==> config.mk <==
export PLATFORM = sky130hd
export DESIGN_NAME = alien_hit_resolver
export DESIGN_NICKNAME = d
export VERILOG_FILES = /design/src/rtl/alien_hit_resolver.sv
export SDC_FILE = /design/constraint.sdc
export NUM_CORES = 1
export LEC_CHECK = 0
export BUFFER_PORTS_ARGS = -buffer_cell sky130_fd_sc_hd__buf_2
export CORE_UTILIZATION = 57
export DETAILED_ROUTE_END_ITERATION = 16
export PLACE_DENSITY = 0.81
export RECOVER_POWER = 100
export SLEW_MARGIN = 20
export SYNTH_ARGS = -nofsm -noshare
export SYNTH_HDL_FRONTEND = slang
export SYNTH_SLANG_ARGS = --single-unit
==> constraint.sdc <==
create_clock -name clk -period 4.15 [get_ports clk]
set_input_delay 1.245 -clock clk [delete_from_list [all_inputs] [get_ports clk]]
set_output_delay 1.245 -clock clk [all_outputs]
set_load 0.005 [all_outputs]
==> src/rtl/alien_hit_resolver.sv <==
// alien_hit_resolver
//   Converts a bullet/alien pixel overlap seen during the VGA scan into a
//   kill request for one alien of the formation. The hit coordinate is taken
//   relative to the formation origin. It is then reduced to (row, col) by
//   repeated subtraction of the alien pitch, which does one step per cycle.
//   The target is checked against the sprite box and the alive matrix. A
//   valid/ready kill request is then held until it is accepted. On
//   acceptance the score is updated and the player bullet is told to despawn.
//
// Ports
//   clk, rst         clock, synchronous active-high reset
//   scan_x, scan_y   current scan position
//   frame_start      one-cycle pulse per frame, re-arms the one-kill-per-frame lock
//   alien_pixel      formation pixel active at the scan position
//   bullet_pixel     player bullet pixel active at the scan position
//   formation_x/y    origin of alien [0][0], stable within a frame
//   alive_matrix     alive flags, bit row*NUM_COLUMNS+col
//   kill_valid/ready kill request handshake, with kill_row/kill_col
//   bullet_consume   one-cycle pulse after an accepted kill
//   score            saturating score
//   busy             resolver is not idle
module alien_hit_resolver #(
  parameter int NUM_ROWS        = 2,
  parameter int NUM_COLUMNS     = 4,
  parameter int ALIEN_SPACING_X = 40,
  parameter int ALIEN_SPACING_Y = 40,
  parameter int ALIEN_WIDTH     = 32,
  parameter int ALIEN_HEIGHT    = 16,
  parameter int ROW_POINTS      = 10
) (
  input  logic                            clk,
  input  logic                            rst,
  input  logic [15:0]                     scan_x,
  input  logic [15:0]                     scan_y,
  input  logic                            frame_start,
  input  logic                            alien_pixel,
  input  logic                            bullet_pixel,
  input  logic [15:0]                     formation_x,
  input  logic [15:0]                     formation_y,
  input  logic [NUM_ROWS*NUM_COLUMNS-1:0] alive_matrix,
  output logic                            kill_valid,
  input  logic                            kill_ready,
  output logic [15:0]                     kill_row,
  output logic [15:0]                     kill_col,
  output logic                            bullet_consume,
  output logic [15:0]                     score,
  output logic                            busy
);

  typedef enum logic [2:0] {IDLE, DIV_X, DIV_Y, CHECK, REQ} state_t;

  localparam logic [16:0] SPACING_X = 17'(ALIEN_SPACING_X);
  localparam logic [16:0] SPACING_Y = 17'(ALIEN_SPACING_Y);
  localparam logic [16:0] WIDTH     = 17'(ALIEN_WIDTH);
  localparam logic [16:0] HEIGHT    = 17'(ALIEN_HEIGHT);
  localparam logic [15:0] LAST_COL  = 16'(NUM_COLUMNS - 1);
  localparam logic [15:0] LAST_ROW  = 16'(NUM_ROWS - 1);

  state_t      state_reg;
  logic [16:0] dx_reg;
  logic [16:0] dy_reg;
  logic [15:0] col_reg;
  logic [15:0] row_reg;
  logic        hit_this_frame_reg;

  // Bit 16 of these differences is the borrow: scan left of / above origin.
  logic [16:0] dx_start;
  logic [16:0] dy_start;
  logic        hit;
  assign dx_start = {1'b0, scan_x} - {1'b0, formation_x};
  assign dy_start = {1'b0, scan_y} - {1'b0, formation_y};
  assign hit      = alien_pixel & bullet_pixel & ~hit_this_frame_reg;

  // Alive flag of the currently resolved cell.
  logic [NUM_ROWS*NUM_COLUMNS-1:0] cell_sel;
  logic                            alive_sel;
  genvar gi;
  generate
    for (gi = 0; gi < NUM_ROWS * NUM_COLUMNS; gi++) begin : g_cell
      assign cell_sel[gi] = alive_matrix[gi]
                            && (row_reg == 16'(gi / NUM_COLUMNS))
                            && (col_reg == 16'(gi % NUM_COLUMNS));
    end
  endgenerate
  assign alive_sel = |cell_sel;

  // Row r is worth ROW_POINTS*(NUM_ROWS-r): front rows score less.
  logic [15:0] points;
  always_comb begin
    points = '0;
    for (int r = 0; r < NUM_ROWS; r++) begin
      if (kill_row == 16'(r)) points = 16'(ROW_POINTS * (NUM_ROWS - r));
    end
  end

  logic [16:0] score_sum;
  assign score_sum = {1'b0, score} + {1'b0, points};

  assign busy = (state_reg != IDLE);

  always_ff @(posedge clk) begin
    if (rst) begin
      state_reg          <= IDLE;
      dx_reg             <= '0;
      dy_reg             <= '0;
      col_reg            <= '0;
      row_reg            <= '0;
      hit_this_frame_reg <= 1'b0;
      kill_valid         <= 1'b0;
      kill_row           <= '0;
      kill_col           <= '0;
      bullet_consume     <= 1'b0;
      score              <= '0;
    end else begin
      bullet_consume <= 1'b0;
      if (frame_start) hit_this_frame_reg <= 1'b0;

      case (state_reg)
        IDLE: begin
          if (hit && !dx_start[16] && !dy_start[16]) begin
            dx_reg    <= dx_start;
            dy_reg    <= dy_start;
            col_reg   <= '0;
            row_reg   <= '0;
            state_reg <= DIV_X;
          end
        end

        DIV_X: begin
          if (dx_reg >= SPACING_X) begin
            // Another step would land right of the last column.
            if (col_reg == LAST_COL) begin
              state_reg <= IDLE;
            end else begin
              dx_reg  <= dx_reg - SPACING_X;
              col_reg <= col_reg + 16'd1;
            end
          end else begin
            state_reg <= DIV_Y;
          end
        end

        DIV_Y: begin
          if (dy_reg >= SPACING_Y) begin
            if (row_reg == LAST_ROW) begin
              state_reg <= IDLE;
            end else begin
              dy_reg  <= dy_reg - SPACING_Y;
              row_reg <= row_reg + 16'd1;
            end
          end else begin
            state_reg <= CHECK;
          end
        end

        CHECK: begin
          // Remainders outside the sprite box are gap pixels between aliens.
          if (dx_reg < WIDTH && dy_reg < HEIGHT && alive_sel) begin
            kill_row   <= row_reg;
            kill_col   <= col_reg;
            kill_valid <= 1'b1;
            state_reg  <= REQ;
          end else begin
            state_reg <= IDLE;
          end
        end

        REQ: begin
          if (kill_valid && kill_ready) begin
            score              <= score_sum[16] ? 16'hFFFF : score_sum[15:0];
            kill_valid         <= 1'b0;
            bullet_consume     <= 1'b1;
            // Overrides a coincident frame_start clear above.
            hit_this_frame_reg <= 1'b1;
            state_reg          <= IDLE;
          end
        end

        default: state_reg <= IDLE;
      endcase
    end
  end

endmodule

# Yosys cells after proc, flatten, opt, wreduce, memory -nomap -nowiden
# Cells that the tools add are included.
# classes
n_eq_ne	18
multipliers	0
div_mod_pow	0
n_reduce_logical	39
bitwise	4
n_lt_le_gt_ge	4
shift	0
n_mux	33
n_addsub	7
# ops
op	count
16-bit 2-to-1 mux	7
17-bit 2-to-1 mux	6
17-bit case mux with 2 select lines	2
16-bit case mux with 2 select lines	2
16-bit by 1-bit == test with 1-bit output (second input constant)	3
16-bit logical NOT	3
17-bit by 6-bit >= comparator with 1-bit output (second input constant)	2
16-bit by 16-bit subtractor with 17-bit output	2
17-bit by 6-bit subtractor with 17-bit output (second input constant)	2
16-bit by 1-bit adder with 16-bit output (second input constant)	2
16-bit by 2-bit == test with 1-bit output (second input constant)	2
1-bit logical AND	21
3-bit 2-to-1 mux	7
16-bit by 16-bit adder with 17-bit output	1
17-bit by 5-bit less-than comparator with 1-bit output (second input constant)	1
17-bit by 6-bit less-than comparator with 1-bit output (second input constant)	1
3-bit case mux with 5 select lines	1
2-bit != test (second input constant)	7
4-bit AND reduction	3
8-bit OR reduction	1
3-bit by 2-bit == test with 1-bit output (second input constant)	2
1-bit 2-to-1 mux	6
3-bit != test (second input constant)	2
2-bit nonzero test	3
12 further kinds	16
# totals
memories	0
latch_bits	0
regBits	120
ram_bits	0
wordCells	116
out_inout_bits	51
romBits	0

# Depth between registers and ports, before layout
# Gate-level depths: netlist of run 1.
# logic_depth
ltp_word	7
depth_mapped	12
ltp_nobuf	12

# Worst setup path before layout of run 1
# OpenSTA, ideal clock, no wires.
# synth_path
kind	input port to flip-flop
startpoint	input scan_x[0]
endpoint	register dx_reg[14]
setup_slack_ns	0.330
setup_ns	0.081
stages	11
arrival_time_ns	3.739
path_buffers	0
cell_sequence	inv_1 ha_1 fa_1 nand2b_1 a21o_1 a311o_1 a211oi_2 o221a_2 a21oi_4 or4_1 a41oi_1
# synth_via
elab_chain_len	6
# synth_lines
element	line_no	rtl
start: declaration	33	input logic [15:0] scan_x,
16-bit by 16-bit subtractor with 17-bit output (*)	70	assign dx_start = {1'b0, scan_x} - {1'b0, formation_x};
1-bit logical NOT	120	if (hit && !dx_start[16] && !dy_start[16]) begin
1-bit logical AND (2 in a row)	120	
2-bit != test (no line)	--	
4-bit AND reduction (no line)	--	
end signal: assignment	121	dx_reg <= dx_start;
end signal: assignment	135	dx_reg <= dx_reg - SPACING_X;
end: declaration	60	logic [16:0] dx_reg;
# Mark *: on every way between the ends. The rest lies on a longest branch, timed or not. The select of a mux whose other input is x is not followed.
# A chain may end at the register's enable or synchronous reset.

# Worst setup path after layout of run 1
# layout_path
startpoint	input scan_x[0]
endpoint	register col_reg[15]
# layout_via
elab_chain_len	6
# layout_lines
element	line_no	rtl
16-bit by 16-bit subtractor with 17-bit output	70	
1-bit logical NOT	120	
1-bit logical AND (2 in a row)	120	
2-bit != test (no line)	--	
4-bit AND reduction (no line)	--	
end signal: assignment	136	col_reg <= col_reg + 16'd1;
end: declaration	62	logic [15:0] col_reg;
# No other way between the ends.

==> metrics, run 1 <==
Worst path slowest cell fa_1; DR WL/cell 14.3 um; Hold Fails Final Rpt 0; Die Wd 115 um; reg2reg end dx_reg[4]$_SDFFE_PP0P_; diode count 0; DP HPWL 12.0 mm; startpoint type of the worst setup path primary input; Leak 3.73 nW; port bufs 128; CORE AREA 12300 sq um; Avg Inst Size Synth 7.86 sq um; Initial Utilization 59.4%; most common cell after layout, fill and taps aside dfxtp_1; Cell variety after synth 71; CP required 4340 ps; total die area 13200 sq um; synthesized instance count 927; vias in the first global route 6298; vias 7126; EDFF count, synth 0; FF-to-FF path depth 9; Max Root-Sink Buffers 2; first-pass GRT wire length 29.2 mm; area grow syn2layout 18.7%; DRC Markers 0; post-synthesis register bit count 120; RSZ-0062 raised after global routing false; async set-reset flop share out of synthesis 0%; pin count of the biggest net entering global routing 96; minimum clock period 3900 ps; Via density 5.79; Min-Delay Path Class register to register; top_reg_cell synth dfxtp_1; Clk Latency, worst-skew pair 410 ps; Post-CTS Setup Bufs 0; CP Class primary input to register; Placed Instance Area 8100 sq um; post-CTS sizing 0; hold path depth 2; io pins 129; post-route cell area 8650 sq um; mapped cell area 7290 sq um; setup tns final 0 ps; Hold Crit Endpoint score[0]$_SDFFE_PP0P_; VDD IR-drop max 386 uV; CTS tree built; Placer Congestion 0.874; initial antenna violation count 0; share of post-route cells with drive strength above 1 15.5%; Syn. warnings 0; initial drt markers 752; Worst R2R Start dx_reg[11]$_SDFFE_PP0P_; Rows 40; clock slew at the register clock pins of the worst setup and hold paths 50 ps; commonest cells after routing, fill and taps aside 120 x dfxtp_1, 106 x nor2_1, 96 x buf_2; crit-path max cell delay 390 ps; failing checks max-capacitance violations, max-slew violations; final setup fails 0; htree depth 4; Cells after DPL 1199; Final Cycle Share 93.9%; PwrDens 504 nW/um^2; Clock Tree Root clkbuf_16; die height 115 um; post-detailed-route count of antenna-violating nets 0; reg2reg setup slack 1080 ps; Pwr Total 4.36 mW; worst path bufs/invs 3; post-synth net total 1055; Seq/Total Area, Yosys 33.0%; slew margin rel. -31.7%; fmax 257 MHz; first drt pass iteration count 5; post-route insts no fill 1231; clk sinks 120; Pins Over Slew Limit 96; CP cell instances buf_2 > inv_1 > ha_1 > fa_1 > nand2b_1 > a21o_1 > a311o_1 > a211oi_2 > o221ai_1 > o21ai_2 > clkbuf_2 > a311oi_1; final WL 17.6 mm; fin util 70.6%; CP Capture Type register; status finished with violations; Hold Buf Count CTS 0; Worst Hold Launch score[0]$_SDFFE_PP0P_; crit-path leading delay family compound AO/OA/AOI/OAI gates; CTS Buf Count 17; Slew @ Worst Pin 1980 ps; Final nets 1178; total track usage 27.2%; max_cap viols 1; worst endpoint data arrival time 4090 ps; Worst Path Max Fanout 14; clk_skew 10.9 ps; GRT overflow 0
-- report_power, final --
group	internal, mW	switching (mW)
registers	1.24	0.0976
clock network	0.980	0.544
logic	0.552	0.947
-- cell usage after synthesis (5+ instances only) --
library cell,n,area (sq um)
buf_2,5,25.0
a22oi_1,5,37.5
dfxtp_1,120,2400
clkbuf_1,31,116
nand2b_1,17,106
nand4_1,9,56.3
a31oi_1,5,31.3
nand3b_1,5,37.5
nor3_1,37,185
or2_2,5,31.3
a211oi_1,16,120
a21oi_1,92,460
ha_1,47,588
a311oi_1,22,193
inv_1,57,214
nor4_1,16,100
xnor2_1,15,131
nor2b_1,9,56.3
nand3_1,28,140
nand2_1,60,225
nor2_1,106,398
and3_1,43,269
o21ai_0,55,275
o211ai_1,5,37.5
xor2_1,17,149
a21o_1,16,120
o21a_1,7,52.6
-- worst reg2reg max path: stages (launching register included) --
cell      delay (ps)
dfxtp_1          340
or3_1            390
or4_4            460
or3_4            400
a211oi_4         240
a211oi_2         170
a21oi_1          230
clkbuf_2         350
a211oi_1          90
a211oi_1         270
-- metrics by stage --
stage | setup WS (ps) | hold slack [ps]
after detailed placement | -45.9 | 438
after global placement | 86.9 | 432
after CTS | 380 | 447
after global routing | 74.9 | 485
final | 255 | 448
after floorplan | 330 | 442
-- final cells by class --
cell class              count  area, sq um
repair buffers            144          718
multi-input cells         710         4490
well taps                 168          210
fillers                  1032         3610
clock buffers              19          453
inverters                  57          214
clock inverters            13          170
flip-flops and latches    120         2400
-- worst max path at each step --
stage,startpoint,to,cells after the start
floorplan,scan_x[0],dx_reg[14]$_SDFFE_PP0P_,11
global route,scan_x[0],dy_reg[12]$_SDFFE_PP0P_,13
detailed placement,scan_x[0],dy_reg[12]$_SDFFE_PP0P_,13
finish,scan_x[0],col_reg[15]$_SDFFE_PP0P_,12
CTS,scan_x[0],row_reg[13]$_SDFFE_PP0P_,14
global placement,scan_x[0],row_reg[13]$_SDFFE_PP0P_,14
-- kinds of logic (layout without fill, tap and decap cells) --
kind of cell    after synthesis  in the layout  synth area share (%)
simple gates                357            357                  24.4
fa+ha+maj                    50             50                  8.89
buf+inv                      97            233                  5.34
compound gates              268            268                  24.1
mux                           3              3                 0.429
flops                       120            120                  33.0
xor+xnor                     32             32                  3.84
-- layer usage --
metal  track usage, %  up-vias  wire length (um)
met4             10.5        0               288
met3             4.96       24               931
met5                0        -                 0
met1             36.6     3256              8530
met2             43.2      243              7830
li1                 -     3603                 -
No activity file was read; power rests on OpenSTA's default activity.
==> run 2, diff against run 1 <==
- CORE_UTILIZATION: 57 -> 55
- PLACE_DENSITY: 0.81 -> 0.79
==> metrics, run 2 (same netlist as run 1, synthesis figures left out) <==
status completed; DRC Markers 0 (unchanged); setup tns final 0 ps (unchanged); port bufs 128 (unchanged); Final nets 1183 (+0.42%); final setup fails 0 (unchanged); post-detailed-route count of antenna-violating nets 0 (unchanged); initial antenna violation count 0 (unchanged); GRT overflow 0 (unchanged); startpoint type of the worst setup path primary input; fmax 263 MHz (+2.3%); post-CTS sizing 0 (unchanged); Worst Path Max Fanout 15 (+1); slew margin rel. 40.4% (+72 points); total die area 13700 sq um (+3.6%); Pins Over Slew Limit 0 (-100%); CP Capture Type register; Via density 5.85 (+1.0%); DP HPWL 12.6 mm (+5.4%); total track usage 26.3% (-0.83 points); worst endpoint data arrival time 4140 ps (+50 ps); CP required 4480 ps (+140 ps); Die Wd 117 um (+1.8%); most common cell after layout, fill and taps aside dfxtp_1; initial drt markers 487 (-35%); post-placement setup slack 14.7 ps (+60.7 ps); Leak 3.73 nW (about the same); Max Root-Sink Buffers 2 (unchanged); Clock Tree Root clkbuf_16; VDD IR-drop max 380 uV (-1.6%); CP Class primary input to register; vias 7250 (+1.7%); Clk Latency, worst-skew pair 410 ps (about the same); Setup WS post-layout 341 ps (+86.4 ps); htree depth 4 (unchanged); diode count 0 (unchanged); pin count of the biggest net entering global routing 40 (-58%); Final Cycle Share 91.8% (-2.1 points); Hold Fails Final Rpt 0 (unchanged); DR WL/cell 14.3 um (+0.19%); hold path depth 2 (unchanged); Min-Delay Path Class register to register; first drt pass iteration count 5 (unchanged); Slew @ Worst Pin 895 ps (-1080 ps); final WL 17.7 mm (+0.92%); commonest cells after routing, fill and taps aside 120 x dfxtp_1, 106 x nor2_1, 93 x a21oi_1; CTS tree built; io pins 129 (unchanged); max_cap viols 0 (-1); minimum clock period 3810 ps (-86.4 ps); die height 117 um (+1.8%); area grow syn2layout 19.1%; PwrDens 503 nW/um^2 (-0.26%); FF-to-FF path depth 9 (unchanged); Initial Utilization 57.1% (-2.4 points); Hold Buf Count CTS 0 (unchanged); clock slew at the register clock pins of the worst setup and hold paths 60 ps (about the same); CORE AREA 12800 sq um (+4.2%); vias in the first global route 6436 (+2.2%); share of post-route cells with drive strength above 1 14.7% (-0.82 points); clk sinks 120 (unchanged); first-pass GRT wire length 28.9 mm (-0.81%); CTS Buf Count 17 (unchanged); Placer Congestion 0.867 (-0.86%); Rows 41 (+2.5%); RSZ-0062 raised after global routing false; clk_skew 8.19 ps (-2.75 ps); Post-CTS Setup Bufs 0 (unchanged)
==> run 2: cell types whose count changed in the layout (fill, tap and decap cells not counted), sizes merged <==
| cell | change |
|---|---|
| buf | -2 |
| bufinv | +1 |
| clkbuf | +5 |
| clkinv | -2 |
| clkinvlp | -3 |
| inv | +6 |
==> run 2: power by group <==
group	total, mW	internal, mW	switching (mW)	leakage, nW
logic	1.44	0.523	0.916	2.44
clock network	1.59	1.02	0.572	0.316
registers	1.33	1.24	0.0920	0.968
total	4.37	2.79	1.58	3.73
==> run 2: layer usage <==
| layer | track usage [%] | vias up | wire length (um) |
|---|---|---|---|
| met4 | 7.68 | 0 | 189 |
| li1 | - | 3635 | - |
| met2 | 44.7 | 254 | 8090 |
| met3 | 5.10 | 16 | 987 |
| met5 | 0 | - | 0 |
| met1 | 34.0 | 3345 | 8470 |
==> run 2: worst paths after layout <==
path | slack (ps) | to | from
setup / recovery | 340 | row_reg[1]$_SDFFE_PP0P_ | scan_x[0]
hold / removal | 440 | score[0]$_SDFFE_PP0P_ | score[0]$_SDFFE_PP0P_
setup reg to reg | 560 | dx_reg[16]$_SDFFE_PP0P_ | dx_reg[11]$_SDFFE_PP0P_
hold reg to reg | 440 | score[0]$_SDFFE_PP0P_ | score[0]$_SDFFE_PP0P_
==> run 2: worst max-delay path: stages <==
cell      delay (ps)
buf_2             70
inv_1             30
ha_1             210
fa_1             400
nand2b_1         170
a21o_1           190
a311o_1          300
a211oi_2         280
o221ai_1         260
o21ai_0          230
buf_4            240
clkbuf_1         250
nand3_1          110
a21oi_1          150
==> run 2: layout make-up <==
class	count	area (sq um)
clock inverters	15	215
fillers	1097	4090
multi-input cells	710	4470
clock buffers	17	425
repair buffers	149	746
inverters	57	214
flip-flops and latches	120	2400
well taps	172	215
==> run 2: metrics by stage <==
step	hold slack [ps]	power (mW)	cell area [sq um]	util [%]	instances
finish	444	4.37	8680	68.0	1240
floorplan	442	2.47	7290	-	927
global placement	430	2.83	8140	63.7	1208
global route	467	4.61	8680	68.0	1240
CTS	443	4.45	8780	68.7	1240
detailed placement	434	2.85	8140	63.7	1208
==> run 3, diff against run 2 <==
- BUFFER_PORTS_ARGS: -buffer_cell sky130_fd_sc_hd__buf_2 -> -buffer_cell sky130_fd_sc_hd__buf_4
- CAP_MARGIN: default -> 20
==> metrics, run 3 (same netlist as run 1, synthesis figures left out) <==
max_cap viols 0 (unchanged); area of the multi-input gates 4480 sq um (+0.34%); DRC Markers 0 (unchanged); CP cell instances clkbuf_4 > inv_1 > ha_1 > fa_1 > nand2b_1 > a21o_1 > a311o_1 > a211oi_2 > o221ai_1 > o21ai_0 > buf_4 > clkbuf_1 > a21oi_1 > a211oi_1; Clk Latency, worst-skew pair 420 ps (about the same); clock slew at the register clock pins of the worst setup and hold paths 60 ps (about the same); CP Class primary input to register; io pins 129 (unchanged); first-pass GRT wire length 29.7 mm (+2.7%); pin count of the biggest net entering global routing 54 (+35%); diode count 0 (unchanged); setup tns final 0 ps (unchanged); CP Capture Type register; Initial Utilization 57.1% (unchanged); CP required 4490 ps (about the same); post-detailed-route count of antenna-violating nets 0 (unchanged); met3 usage 5.30% (+0.21 points); clk sinks 120 (unchanged); Slew @ Worst Pin 903 ps (+8.77 ps); CORE AREA 12800 sq um (unchanged); PwrDens 486 nW/um^2 (-3.3%); clk_skew 9.45 ps (+1.26 ps); final setup fails 0 (unchanged); Via density 5.75 (-1.7%); fmax 260 MHz (-1.1%); area grow syn2layout 22.8%; commonest cells after routing, fill and taps aside 120 x dfxtp_1, 106 x nor2_1, 93 x a21oi_1; Clock Tree Root clkbuf_16; total track usage 27.4% (+1.1 points); initial drt markers 571 (+17%); first drt pass iteration count 5 (unchanged); port bufs 128 (unchanged); Worst path slowest cell fa_1; GR peak layer met2; initial antenna violation count 0 (unchanged); final WL 17.9 mm (+0.81%); Max Root-Sink Buffers 2 (unchanged); DP HPWL 12.6 mm (-0.12%); Placer Congestion 0.860 (-0.83%); Rows 41 (unchanged); vias 7112 (-1.9%); crit-path max cell delay 390 ps (about the same); total die area 13700 sq um (unchanged); Worst Path Max Fanout 6 (-9); Leak 3.82 nW (+2.5%); GRT met1 Usage 36.6% (+2.6 points); Final nets 1180 (-0.25%); status completed; vias in the first global route 6273 (-2.5%); die height 117 um (unchanged); slew margin rel. 39.8% (-0.58 points); VDD IR-drop max 368 uV (-3.3%); post-CTS sizing 0 (unchanged); Post-CTS Setup Bufs 0 (unchanged); met2 Use GR 44.3% (-0.32 points); hold_ws 451 ps (+6.61 ps); worst endpoint data arrival time 4190 ps (+50 ps); startpoint type of the worst setup path primary input; CTS Buf Count 17 (unchanged); DR WL/cell 14.5 um (+1.1%); CTS tree built; Min-Delay Path Class register to register; GRT overflow 0 (unchanged); Hold Fails Final Rpt 0 (unchanged); share of post-route cells with drive strength above 1 16.6% (+1.9 points); RSZ-0062 raised after global routing false; minimum clock period 3850 ps (+40.5 ps); sequential cell area 2400 sq um (unchanged); most common cell after layout, fill and taps aside dfxtp_1; Die Wd 117 um (unchanged); number of fill cells in the layout 1103 (+0.55%); Pins Over Slew Limit 0 (unchanged); Hold Buf Count CTS 0 (unchanged); htree depth 4 (unchanged); Final Cycle Share 92.8% (+0.98 points)
-- run 3: changes by cell type in the layout (fill, tap and decap cells not counted), moves of 2 or more --
cell | previous run | this run
buf_4 | 16 | 88
buf_2 | 88 | 0
clkbuf_8 | 0 | 2
inv_6 | 6 | 2
clkinvlp_4 | 0 | 4
clkbuf_1 | 44 | 24
clkbuf_4 | 0 | 33
-- run 3: cell type report --
type                            instances  area share, %
Clock buffer                           19           5.06
Clock inverter                         13           1.89
Inverter                               57           2.39
Multi-Input combinational cell        710           50.0
Sequential cell                       120           26.8
Tap cell                              172           2.40
Timing Repair Buffer                  146           11.4
-- run 3: metrics by stage --
| step | power, mW | util (%) | cells | area [sq um] | setup slack (ps) |
|---|---|---|---|---|---|
| final | 4.35 | 70.1 | 1237 | 8950 | 300 |
| after global routing | 4.60 | 70.1 | 1237 | 8950 | 137 |
| after CTS | 4.39 | 70.9 | 1237 | 9060 | 426 |
| after detailed placement | 2.86 | 66.1 | 1205 | 8440 | -3.82 |
| after global placement | 2.83 | 66.1 | 1205 | 8440 | 69.1 |
| after floorplan | 2.47 | - | 927 | 7290 | 330 |
-- run 3: layer usage --
layer  part of all wire, %  routed length, um
met4                   1.3                241
met3                   6.3               1130
met5                     0                  0
met2                    45               8000
met1                    48               8510
-- run 3: worst max-delay path: cells and delay by family --
kind                       cells  cell delay (ps)
and+or+nand+nor                1              170
buffers and inverters          4              540
AOI/OAI and AO/OA              7             1640
adders and majority gates      2              600
-- run 3: path summary, 6_finish.rpt --
path,from,cells after the start,to,slack [ps]
max,scan_x[0],14,dy_reg[7]$_SDFFE_PP0P_,300
min,score[0]$_SDFFE_PP0P_,2,score[0]$_SDFFE_PP0P_,450
max reg2reg,dx_reg[11]$_SDFFE_PP0P_,9,dx_reg[16]$_SDFFE_PP0P_,610
min reg2reg,score[0]$_SDFFE_PP0P_,2,score[0]$_SDFFE_PP0P_,450
-- run 3: report_power, final --
part           switching (mW)  internal, mW  total [mW]
Sequential             0.0968          1.24        1.34
Clock                   0.548         0.979        1.53
Combinational           0.924         0.560        1.48
